**src/rtl/alu_share_arbiter.sv**
```systemverilog
`default_nettype none
// ============================================================================
// Module      : alu_share_arbiter
// Description : Round-robin sharing of one combinational ALU between two
//               valid/ready requesters, one operation in flight at a time.
// Revision    : 1.0 - initial release
// ============================================================================
module alu_share_arbiter #(
    parameter int DATA_WIDTH    = 32,
    parameter int OPCODE_LENGTH = 4
) (
    input  logic                     clk,
    input  logic                     reset,
    input  logic                     req0_valid,
    output logic                     req0_ready,
    input  logic [DATA_WIDTH-1:0]    req0_a,
    input  logic [DATA_WIDTH-1:0]    req0_b,
    input  logic [OPCODE_LENGTH-1:0] req0_op,
    output logic                     rsp0_valid,
    input  logic                     rsp0_ready,
    output logic [DATA_WIDTH-1:0]    rsp0_result,
    input  logic                     req1_valid,
    output logic                     req1_ready,
    input  logic [DATA_WIDTH-1:0]    req1_a,
    input  logic [DATA_WIDTH-1:0]    req1_b,
    input  logic [OPCODE_LENGTH-1:0] req1_op,
    output logic                     rsp1_valid,
    input  logic                     rsp1_ready,
    output logic [DATA_WIDTH-1:0]    rsp1_result,
    output logic [DATA_WIDTH-1:0]    alu_src_a,
    output logic [DATA_WIDTH-1:0]    alu_src_b,
    output logic [OPCODE_LENGTH-1:0] alu_op,
    input  logic [DATA_WIDTH-1:0]    alu_result
);

    typedef enum logic [1:0] {
        S_IDLE = 2'd0,
        S_EXEC = 2'd1,
        S_RESP = 2'd2
    } state_t;

    state_t                   r_state;
    state_t                   w_state_nxt;
    logic                     r_last_grant;
    logic                     r_owner;
    logic [DATA_WIDTH-1:0]    r_a;
    logic [DATA_WIDTH-1:0]    r_b;
    logic [DATA_WIDTH-1:0]    r_result;
    logic [OPCODE_LENGTH-1:0] r_op;
    logic                     w_grant0;
    logic                     w_grant1;
    logic                     w_accept;
    logic                     w_rsp_ready;

    always_comb begin
        w_state_nxt = r_state;
        w_grant0    = 1'b0;
        w_grant1    = 1'b0;
        rsp0_valid  = 1'b0;
        rsp1_valid  = 1'b0;
        rsp0_result = '0;
        rsp1_result = '0;
        w_rsp_ready = r_owner ? rsp1_ready : rsp0_ready;

        // Outputs are forced quiet while reset is held, whatever the state.
        if (!reset) begin
            case (r_state)
                S_IDLE: begin
                    if (req0_valid && req1_valid) begin
                        // Tie: the requester not served last time wins.
                        w_grant0 = r_last_grant;
                        w_grant1 = !r_last_grant;
                    end else begin
                        w_grant0 = req0_valid;
                        w_grant1 = req1_valid;
                    end
                    if (w_grant0 || w_grant1) begin
                        w_state_nxt = S_EXEC;
                    end
                end
                S_EXEC: begin
                    w_state_nxt = S_RESP;
                end
                S_RESP: begin
                    rsp0_valid  = !r_owner;
                    rsp1_valid  = r_owner;
                    rsp0_result = r_owner ? '0 : r_result;
                    rsp1_result = r_owner ? r_result : '0;
                    if (w_rsp_ready) begin
                        w_state_nxt = S_IDLE;
                    end
                end
                default: begin
                    w_state_nxt = S_IDLE;
                end
            endcase
        end
    end

    assign w_accept   = w_grant0 | w_grant1;
    assign req0_ready = w_grant0;
    assign req1_ready = w_grant1;

    always_ff @(posedge clk) begin
        if (reset) begin
            r_state      <= S_IDLE;
            r_last_grant <= 1'b1;
            r_owner      <= 1'b0;
            r_a          <= '0;
            r_b          <= '0;
            r_op         <= '0;
            r_result     <= '0;
        end else begin
            r_state <= w_state_nxt;
            if (w_accept) begin
                r_a          <= w_grant1 ? req1_a  : req0_a;
                r_b          <= w_grant1 ? req1_b  : req0_b;
                r_op         <= w_grant1 ? req1_op : req0_op;
                r_owner      <= w_grant1;
                r_last_grant <= w_grant1;
            end
            if (r_state == S_EXEC) begin
                r_result <= alu_result;
            end
        end
    end

    assign alu_src_a = r_a;
    assign alu_src_b = r_b;
    assign alu_op    = r_op;

endmodule
`default_nettype wire

```
**config.mk**
```make
export PLATFORM = sky130hd
export DESIGN_NAME = alu_share_arbiter
export DESIGN_NICKNAME = d
export VERILOG_FILES = /design/src/rtl/alu_share_arbiter.sv
export SDC_FILE = /design/constraint.sdc
export NUM_CORES = 1
export LEC_CHECK = 0
export CORE_AREA = 2 2 119 121
export CTS_BUF_LIST = sky130_fd_sc_hd__clkbuf_8
export DETAILED_ROUTE_END_ITERATION = 6
export DIE_AREA = 0 0 121 123
export PLACE_DENSITY = 0.79
export SLEW_MARGIN = 25
export SYNTH_ARGS = -nofsm -noshare
export SYNTH_HDL_FRONTEND = slang
export SYNTH_SLANG_ARGS = --single-unit
```
**constraint.sdc**
```tcl
create_clock -name clk -period 3.8 [get_ports clk]
set_input_delay 0.76 -clock clk [delete_from_list [all_inputs] [get_ports clk]]
set_output_delay 0.76 -clock clk [all_outputs]
set_load 0.01 [all_outputs]
```
==> results.ini <==
[status]
run_status = complete, no violations

[placed_design]
post-dp-hpwl_um = 12400
numPortBuffers = 309
post_place_setup_slack_ps = 670
postPlaceCellArea_um2 = 8030
gpl.final_weighted_congestion = 0.774

[cells_and_area]
fillCellCount = 1268
final_core_utilization = 0.605
nets = 1060
layout_common_cells = 308 x clkdlybuf4s50_1, 104 x dfxtp_1, 101 x a21oi_1
layout-drive-gt1-share = 0.0404
final_design_area_no_fill_um2 = 8240
area_growth_pct = 69.1
layout_commonest_cell = clkdlybuf4s50_1

[critical_path]
cp_data_arrival_time_ps = 2350
endpoint_kind = output pin
setup.reg_to_reg.worst_slack_ps = 1650
crit_required_ps = 3040
path_class = in -> out
startpoint_type = input pin
worst_r2r_path_depth = 4
critical_path.max_fanout = 33

[routing]
detail-route-antenna-nets = 0
routed_wire_length_per_instance_um = 16.7
drcViolationCount = 0
drtIter0Drc = 392
route.vias.total = 5401
route.final.wire_length_um = 17900
route.detailed.vias_per_inst = 5.04
drt_pass1_iterations = 4

[clock_network]
clock_tree.root_cell = clkbuf_8
cts_tree = yes
cts_hold_buffers = 0
clock_tree.buffer_depth = 2
tritoncts_num_sinks = 104
post_cts_buffers = 0
worst_skew_pair.late_latency_ps = 360
tritoncts.num_buffers = 9
level_count_of_the_clock_h_tree = 3
clkTransAtPathRegs_ps = 100
post_cts_resize_count = 0

[yosys]
synthesis.area_per_instance_um2 = 7.85
mappedNetlistNets = 794
netlist-cell-type-count = 29
synthesis.instances = 620
yosys_register_bits = 104
ys_dominant_reg_cell = dfxtp_1
number_of_synthesized_flops_with_an_enable_pin = 0
ys_async_sr_fraction = 0
ys.warnings.count = 0
synth.yosys.seq_area_share = 0.428
synth_area_um2 = 4870

[timing]
timing.final.setup_violations = 0
fmaxAchievable_mhz = 322
slew-limit-headroom = 0.477
maxSlewViolCount = 0
grt_setup_unrepaired = no
min_period_ps = 3110
final_min_period_over_clock_period = 0.817
whs_ps = 469
worstMarginPinSlew_ps = 784
clock-skew-final_ps = 9.29
hold_viol_final = 0
setup_total_negative_slack_ps = 0
worst_slack_ps = 694

[die]
fp.dieArea_um2 = 14900
floorplan.initialDensity = 0.358
placeableCoreArea_um2 = 13600
top_level_ports = 310
die_h_um = 123
rows = 43
die_x_um = 121

[global_route]
grt_overflow_total = 0
grt_pass1_wl_um = 27400
vias_in_the_first_global_route = 5335
gr-usage-all-layers = 0.232
grt_start_max_net_pins = 70
antenna_found_initial = 1

[worst_hold_path]
count_of_cells_along_the_worst_hold_path = 2
hold_path_class = reg -> reg

[power]
power_leakage_nw = 3.13
max-vdd-ir-drop_mv = 0.155
p_per_area_nw_per_um2 = 340

[run]
drv.max_cap_violation_count = 0

final timing paths:
check               start        endpoint
max                 reset  rsp1_result[9]
min          r_result[27]    r_result[27]
max reg2reg    r_state[1]    alu_src_a[1]
min reg2reg  r_result[27]    r_result[27]
registers in the layout, summed over array words and instances, names as in the netlist:
name / flops
r_owner: 1
r_state: 2
alu_src_a: 32
alu_op: 4
alu_src_b: 32
r_last_grant: 1
r_result: 32
stage by stage:
step	cells	power, mW
floorplan	620	1.64
global placement	1055	2.10
detailed placement	1055	2.11
CTS	1071	2.83
global route	1072	2.95
finish	1072	2.80
routing by layer:
layer | part of all wire | vias up | global-route usage
met5 | 0 | - | 0
met4 | 0.018 | 0 | 0.0734
met3 | 0.089 | 19 | 0.0687
met2 | 0.47 | 215 | 0.409
met1 | 0.42 | 2493 | 0.271
li1 | - | 2674 | -
area by class of cell:
type / instances / area [um^2] / share of cell area
Timing Repair Buffer: 319 / 3190 / 0.387
Clock inverter: 6 / 68.8 / 0.00836
Tap cell: 180 / 225 / 0.0273
Clock buffer: 10 / 138 / 0.0167
Antenna cell: 1 / 2.50 / 0.000304
Inverter: 68 / 255 / 0.0310
Sequential cell: 104 / 2080 / 0.253
Multi-Input combinational cell: 384 / 2270 / 0.276
logic make-up (layout without fill, tap and decap cells):
group / count (synthesis) / in the layout / synth area share
other cells: 0 / 1 / 0
buf+inv: 132 / 403 / 0.110
flops: 104 / 104 / 0.428
simple gates: 211 / 211 / 0.226
compound gates: 172 / 172 / 0.234
mux: 1 / 1 / 0.00206
Yosys cell counts, types with 2 or more instances:
cell type,n,share of area
inv_1,68,0.052
and2_1,64,0.082
nor2_1,2,0.0015
nor3_1,68,0.070
nand2_1,64,0.049
buf_2,19,0.020
a2111oi_0,59,0.11
a2111oi_1,9,0.019
a21oi_1,101,0.10
dfxtp_1,104,0.43
clkbuf_1,41,0.032
buf_4,2,0.0031
nor2b_1,3,0.0039
power breakdown:
group	total, mW	internal (mW)	switching [mW]	leakage [nW]
Combinational	0.802	0.438	0.364	2.17
Sequential	1.28	1.21	0.0711	0.862
Clock	0.720	0.326	0.394	0.102
critical path: stages:
cell and delay (ps):
buf_4 140, and4bb_2 670, and2_1 220, clkdlybuf4s50_1 540
(Power assumes the default switching activity.)
